**src/rtl/ruta_datos.sv**
```systemverilog
// ruta_datos: single-bus register-transfer datapath (A, B, C, T, AC) with an
// add/subtract ALU, sticky bus-conflict flag and a registered completion pulse.
module ruta_datos #(
  parameter int unsigned WIDTH = 8
) (
  input  logic             clk,
  input  logic             reset,
  input  logic             ld,
  input  logic [WIDTH-1:0] a_in,
  input  logic [WIDTH-1:0] b_in,
  input  logic [WIDTH-1:0] c_in,
  input  logic             Ra,
  input  logic             Rb,
  input  logic             Rc,
  input  logic             Rac,
  input  logic             Wa,
  input  logic             Wb,
  input  logic             Wc,
  input  logic             Wt,
  input  logic             Wac,
  input  logic             S,
  input  logic             R,
  input  logic             fin,
  output logic [WIDTH-1:0] a_out,
  output logic [WIDTH-1:0] b_out,
  output logic [WIDTH-1:0] c_out,
  output logic [WIDTH-1:0] ac_out,
  output logic [WIDTH-1:0] bus,
  output logic             carry,
  output logic             ovf,
  output logic             bus_err,
  output logic             done
);

  localparam int unsigned MSB = WIDTH - 1;

  logic [WIDTH-1:0] a_q, b_q, c_q, t_q, ac_q;
  logic             conflict;
  logic [WIDTH:0]   sum_w;
  logic [WIDTH:0]   diff_w;
  logic [WIDTH-1:0] alu_res;
  logic             flag_upd;
  logic             carry_n;
  logic             ovf_n;

  // Bus source select; a multi-driver cycle floats the bus to zero
  always_comb begin
    bus      = '0;
    conflict = (Ra & Rb) | (Ra & Rc) | (Ra & Rac) | (Rb & Rc) | (Rb & Rac) | (Rc & Rac);
    case ({Ra, Rb, Rc, Rac})
      4'b1000: bus = a_q;
      4'b0100: bus = b_q;
      4'b0010: bus = c_q;
      4'b0001: bus = ac_q;
      default: bus = '0;
    endcase
  end

  // ALU: T on the left, bus on the right; flags only for a pure add or subtract
  always_comb begin
    sum_w    = {1'b0, t_q} + {1'b0, bus};
    diff_w   = {1'b0, t_q} - {1'b0, bus};
    alu_res  = bus;
    carry_n  = 1'b0;
    ovf_n    = 1'b0;
    flag_upd = Wac & (S ^ R);
    if (S && !R) begin
      alu_res = sum_w[WIDTH-1:0];
      carry_n = sum_w[WIDTH];
      ovf_n   = (t_q[MSB] == bus[MSB]) && (sum_w[MSB] != t_q[MSB]);
    end else if (R && !S) begin
      alu_res = diff_w[WIDTH-1:0];
      carry_n = diff_w[WIDTH];
      ovf_n   = (t_q[MSB] != bus[MSB]) && (diff_w[MSB] != t_q[MSB]);
    end
  end

  // Register file, flags, sticky conflict and completion pulse
  always_ff @(posedge clk or posedge reset) begin
    if (reset) begin
      a_q     <= '0;
      b_q     <= '0;
      c_q     <= '0;
      t_q     <= '0;
      ac_q    <= '0;
      carry   <= 1'b0;
      ovf     <= 1'b0;
      bus_err <= 1'b0;
      done    <= 1'b0;
    end else begin
      done <= fin;
      if (ld) begin
        a_q     <= a_in;
        b_q     <= b_in;
        c_q     <= c_in;
        t_q     <= '0;
        ac_q    <= '0;
        carry   <= 1'b0;
        ovf     <= 1'b0;
        bus_err <= 1'b0;
      end else if (conflict) begin
        bus_err <= 1'b1;
      end else begin
        if (Wa)  a_q <= bus;
        if (Wb)  b_q <= bus;
        if (Wc)  c_q <= bus;
        if (Wt)  t_q <= bus;
        if (Wac) ac_q <= alu_res;
        if (flag_upd) begin
          carry <= carry_n;
          ovf   <= ovf_n;
        end
      end
    end
  end

  assign a_out  = a_q;
  assign b_out  = b_q;
  assign c_out  = c_q;
  assign ac_out = ac_q;

endmodule

```
**config.mk**
```make
export PLATFORM = sky130hd
export DESIGN_NAME = ruta_datos
export DESIGN_NICKNAME = d
export VERILOG_FILES = /design/src/rtl/ruta_datos.sv
export SDC_FILE = /design/constraint.sdc
export NUM_CORES = 1
export LEC_CHECK = 0
export CORE_UTILIZATION = 49
export DETAILED_ROUTE_END_ITERATION = 16
export PLACE_DENSITY = 0.81
export SLEW_MARGIN = 15
export SYNTH_ARGS = -nofsm -noshare
export SYNTH_HDL_FRONTEND = slang
export SYNTH_SLANG_ARGS = --single-unit
export TNS_END_PERCENT = 30
```
**constraint.sdc**
```tcl
create_clock -name clk -period 3.7 [get_ports clk]
set_input_delay 0.74 -clock clk [delete_from_list [all_inputs] [get_ports clk]]
set_output_delay 0.74 -clock clk [all_outputs]
set_load 0.1 [all_outputs]
```
=== Word-level counts from Yosys, hierarchy flattened ===
Cells that the tools add are included.

* $add $sub $neg: 2
* Eq/ne operators: 9
* Muxes and demuxes: 30
* Bitwise operators: 13
* Reduce and logical (&&, ||, !) cells: 19

{| class="wikitable"
|+ Operators by type and width
! operator !! count
|-
| $mux 8 || 17
|-
| $pmux 8 s4 || 1
|-
| $reduce_bool 2->1 || 7
|-
| $mux 1 || 12
|-
| $reduce_and 2->1 || 6
|-
| $add 8x8->9 || 1
|-
| $sub 8x8->9 || 1
|-
| $and 1x1->1 || 7
|-
| $or 1x1->1 || 5
|-
| $eq 4x1->1 const B || 1
|-
| $eq 4x2->1 const B || 1
|-
| $eq 4x3->1 const B || 1
|-
| $eq 4x4->1 const B || 1
|-
| $logic_and 1x1->1 || 4
|-
| $ne 1x1->1 || 3
|-
| $logic_not 1->1 || 2
|-
| $ne 2x2->1 const B || 1
|-
| $eq 1x1->1 || 1
|-
| $xor 1x1->1 || 1
|}

* Bits in registers: 44
* Input bits: 39
* Word-level logic and storage cells: 82

=== Depth between registers and ports, before layout ===
* Depth after elaboration: 10
* Mapped depth: 14
* Depth with buffers taken out: 12

=== Worst setup path before layout ===
No wires, ideal clock.

* Path type: input -> register
* Start: in Rc
* End: reg ac_q[7], in the netlist ac_out[7]
* Library setup time: 69 ps
* Data arrival time: 5779 ps
* Data required time: 3631 ps
* Setup slack: -2148 ps
* Stages: 13
* Cell sequence: and2b_1 -> buf_6 -> a22oi_1 -> o21a_1 -> o21ai_0 -> inv_1 -> ha_1 -> nand2b_1 -> a221oi_1 -> o21bai_2 -> xnor2_1 -> a221oi_1 -> a22o_1

* Word-level cells in the longest chain between the ends: 8
* Elaborated cells between the ends (all ways): 22
* Classes of those cells: add/sub (2); eq/ne (5); mux (6); bitwise (8); reduce/logical (1)

{| class="wikitable"
|+ RTL lines
! item !! RTL line !! text
|-
| from (decl) || 14 || <nowiki>input logic Rc,</nowiki>
|-
| $eq 4x1->1 (tied with other cells) || 50 || <nowiki>case ({Ra, Rb, Rc, Rac})</nowiki>
|-
| $pmux 8 s4 * || 50 ||
|-
| net bus[1] || 28 || <nowiki>output logic [WIDTH-1:0] bus,</nowiki>
|-
| $sub 8x8->9 || 62 || <nowiki>diff_w = {1'b0, t_q} - {1'b0, bus};</nowiki>
|-
| $mux 8 || 71 || <nowiki>end else if (R && !S) begin</nowiki>
|-
| $mux 8 * || 67 || <nowiki>if (S && !R) begin</nowiki>
|-
| $mux 8 * || 108 || <nowiki>if (Wac) ac_q <= alu_res;</nowiki>
|-
| $mux 8 * || 101 || <nowiki>end else if (conflict) begin</nowiki>
|-
| $mux 8 * || 92 || <nowiki>if (ld) begin</nowiki>
|-
| to (signal assigned) || 108 ||
|-
| to (decl) || 37 || <nowiki>logic [WIDTH-1:0] a_q, b_q, c_q, t_q, ac_q;</nowiki>
|}

Mark *: on every way through the listed nets, which the timed path passes. The rest lies on a longest branch. The select of a mux whose other input is x is not followed.
A chain may end at the register's enable or synchronous reset.

=== Worst setup path after layout ===
* Start: in Rb
* End: reg ac_q[7], in the netlist ac_out[7]

* Word-level cells in the longest chain between the ends: 8
* Elaborated cells between the ends (all ways): 22
* Classes of those cells: add/sub (2); eq/ne (5); mux (6); bitwise (8); reduce/logical (1)

{| class="wikitable"
|+ RTL lines
! item !! RTL line !! text
|-
| from (decl) || 13 || <nowiki>input logic Rb,</nowiki>
|-
| $eq 4x1->1 (tied with other cells) || 50 ||
|-
| $pmux 8 s4 / $or 1x1->1 (equally long branches) || 50, 49 ||
|-
| $sub 8x8->9 / $or 1x1->1 (equally long branches) || 62, 49 ||
|-
| $mux 8 / $or 1x1->1 (equally long branches) || 71, 49 ||
|-
| $mux 8 / $or 1x1->1 (equally long branches) || 67, 49 ||
|-
| $mux 8 / $or 1x1->1 (equally long branches) || 108, 49 ||
|-
| $mux 8 / $ne 2x2->1 (equally long branches) || n/a ||
|-
| $mux 8 / $reduce_and 2->1 (equally long branches) || n/a ||
|}

Several ways; a longest one is shown, not always the timed one. The select of a mux whose other input is x is not followed.

==> impl_metrics.toml <==
[status]
status = "finished clean"

[synthesis]
syn_nets = 407
synth_top_area_share_pct = 36.1
ys.warnings.count = 0
synthArstFlopShare_pct = 100
synth_cells = 348
yosys.cell_types.count = 56
ys_ff_latch = 44
synth_ff_type = "dfrtp_1"
ys_seq_area_share_pct = 36.1
syn_avg_cell_area_sq_um = 8.76
netlist_area_sq_um = 3050
synth_edf_count = 0
synth_top_area_cell = "dfrtp_1"
synth_area_leaders = "dfrtp_1 (36%), ha_1 (7.4%), o21ai_0 (6.4%)"

[place]
post-place-ws_ns = -0.400
portBuffers = 82
place_congestion = 0.920
dp_hpwl_um = 7730
dpl_cell_area_sq_um = 4430
dpl.cell_count = 543

[timing]
slew_violations = 0
setup_violations = 0
tightest_slew_ns = 1.13
period_minus_slack_ns = 3.57
hold_ws_ns = 0.514
max_freq_ghz = 0.280
clock_skew_ns = 0.00644
relSlewSlack_pct = 24.8
hold_violations = 0
layout_setup_ws_ns = 0.132
rsz0062_at_grt = "no"
post-route-period-util_pct = 96.4

[global_routing]
grt_overflow = 0
grt_max_degree = 27
grt_usage_pct = 33.1
grt_first_pass_wirelength_um = 16200
grt_pass1_vias = 3250
antenna_found_initial = 0

[route]
drc = 0
vias = 3272
routed_via_density = 5.91
drtIter0Drc = 260
post_drt_wl_per_cell_um = 18.5
routed_wl_um = 10200
ant_nets = 0
first_pass_iters = 5

[finish]
nNetsFinal = 537
drive_gt1_share_pct = 20.0
stdcell_area_sq_um = 4610
final_cell_mix = "clkdlybuf4s50_1 (71), buf_4 (59), dfrtp_1 (44), o21ai_0 (37), nand2_1 (37)"
multi_input_area_sq_um = 1870
syn2layout_area_growth_pct = 51.2
fin_cells = 554
fin_util_pct = 77.4
antennaDiodeCount = 0
seqCellArea_sq_um = 1100
nFillCells = 433
final_common_cell = "clkdlybuf4s50_1"

[floorplanning]
dieHeight_um = 80.9
start_util_pct = 51.2
rows = 28
io_pins = 83
coreArea_sq_um = 5960
die_w_um = 80.9
dieArea_sq_um = 6540

[power_and_ir_drop]
p_leak_nw = 2.06
power_density_nw_per_um2 = 378
ir_worst_vdd_mv = 0.338

[hold_path]
min_path_type = "reg -> reg"
hold_depth = 1

[clock_network]
cts_tree = "yes"
cts.clk_slew.worst_paths_ns = 0.08
clk_latency_ns = 0.30
cts_hold_buffers = 0
htree_levels = 2
cts_root_buf = "clkbuf_8"
clock_sinks = 44
numCtsBuffers = 5
clock_path_buffers = 2

[setup_path]
crit_type = "in -> reg"
path_max_fanout = 7
arrival_ns = 3.81
end_kind = "flop"
start_kind = "input pin"
cp_data_required_time_ns = 3.94
reg2reg_depth = 13

[run]
drv_cap = 0
-- stage by stage --
stage | setup TNS [ns] | power [mW]
after floorplan | -0.0491 | 1.06
after global placement | -1.78 | 1.30
after detailed placement | -2.51 | 1.31
after CTS | 0 | 1.72
after global routing | 0 | 1.80
final | 0 | 1.74
-- flip-flops by register name, summed over array words and instances, names as in the netlist --
register / flops
a_out: 8
ac_out: 8
b_out: 8
bus_err: 1
c_out: 8
carry: 1
done: 1
ovf: 1
t_q: 8
-- power breakdown --
group / total [mW] / switching, mW / internal (mW)
Clock: 0.417 / 0.178 / 0.239
Combinational: 0.762 / 0.509 / 0.253
Sequential: 0.561 / 0.0408 / 0.520
Total: 1.74 / 0.729 / 1.01
-- kinds of logic (layout without fill, tap and decap cells) --
| group | after synthesis | in the layout | synth area share (%) |
|---|---|---|---|
| compound gates | 122 | 122 | 27.6 |
| simple gates | 105 | 105 | 16.5 |
| flops | 44 | 44 | 36.1 |
| buf+inv | 39 | 170 | 5.42 |
| fa+ha+maj | 21 | 21 | 9.03 |
| mux | 11 | 11 | 3.61 |
| xor+xnor | 6 | 6 | 1.72 |
-- cell type report --
type	count	share of cell area [%]
multi-input cells	265	40.5
flip-flops and latches	44	23.9
well taps	75	2.04
repair buffers	141	29.1
clock inverters	1	0.652
clock buffers	7	2.09
inverters	21	1.71
-- layer usage --
metal	share of wire, %	up-vias	track usage (%)
li1	-	1525	-
met2	48	160	55.3
met1	42	1564	43.1
met4	2.1	0	12.0
met5	0	-	0
met3	7.4	23	5.62
-- synthesized netlist by cell type, drive strengths merged, types with 6 or more instances --
cell type / instances
a22o: 6
dfrtp: 44
a21oi: 16
o21ai: 39
nand2: 37
nor2: 35
buf: 7
o31ai: 8
mux2i: 11
clkbuf: 11
inv: 21
a211oi: 11
ha: 18
-- critical path: stages --
cell	delay (ns)
clkdlybuf4s50_1	0.47
buf_4	0.18
nor4b_4	0.31
buf_4	0.21
a221o_2	0.21
inv_1	0.07
ha_1	0.33
buf_4	0.18
a221oi_1	0.23
buf_4	0.19
o21bai_2	0.09
xnor2_1	0.16
a221oi_2	0.28
a22o_1	0.15
-- repair_timing --
action                                  CTS  global route
setup buffers                             0             3
gates resized for setup                   3             8
endpoints found under the setup margin    5             7
pin swaps                                 0             3
-- final timing paths --
path	start	endpoint	slack [ns]
max in group asynchronous	reset	t_q[7]$_DFFE_PP0P_	2.12
min in group asynchronous	reset	c_out[2]$_DFFE_PP0P_	0.83
worst min-delay path	ovf$_DFFE_PP0P_	ovf$_DFFE_PP0P_	0.51
worst max-delay path	Rb	ac_out[7]$_DFFE_PP0P_	0.13
worst max register to register	c_out[2]$_DFFE_PP0P_	ac_out[7]$_DFFE_PP0P_	0.91
worst min register to register	ovf$_DFFE_PP0P_	ovf$_DFFE_PP0P_	0.51
Note: power is estimated with default switching activity, not from simulation.
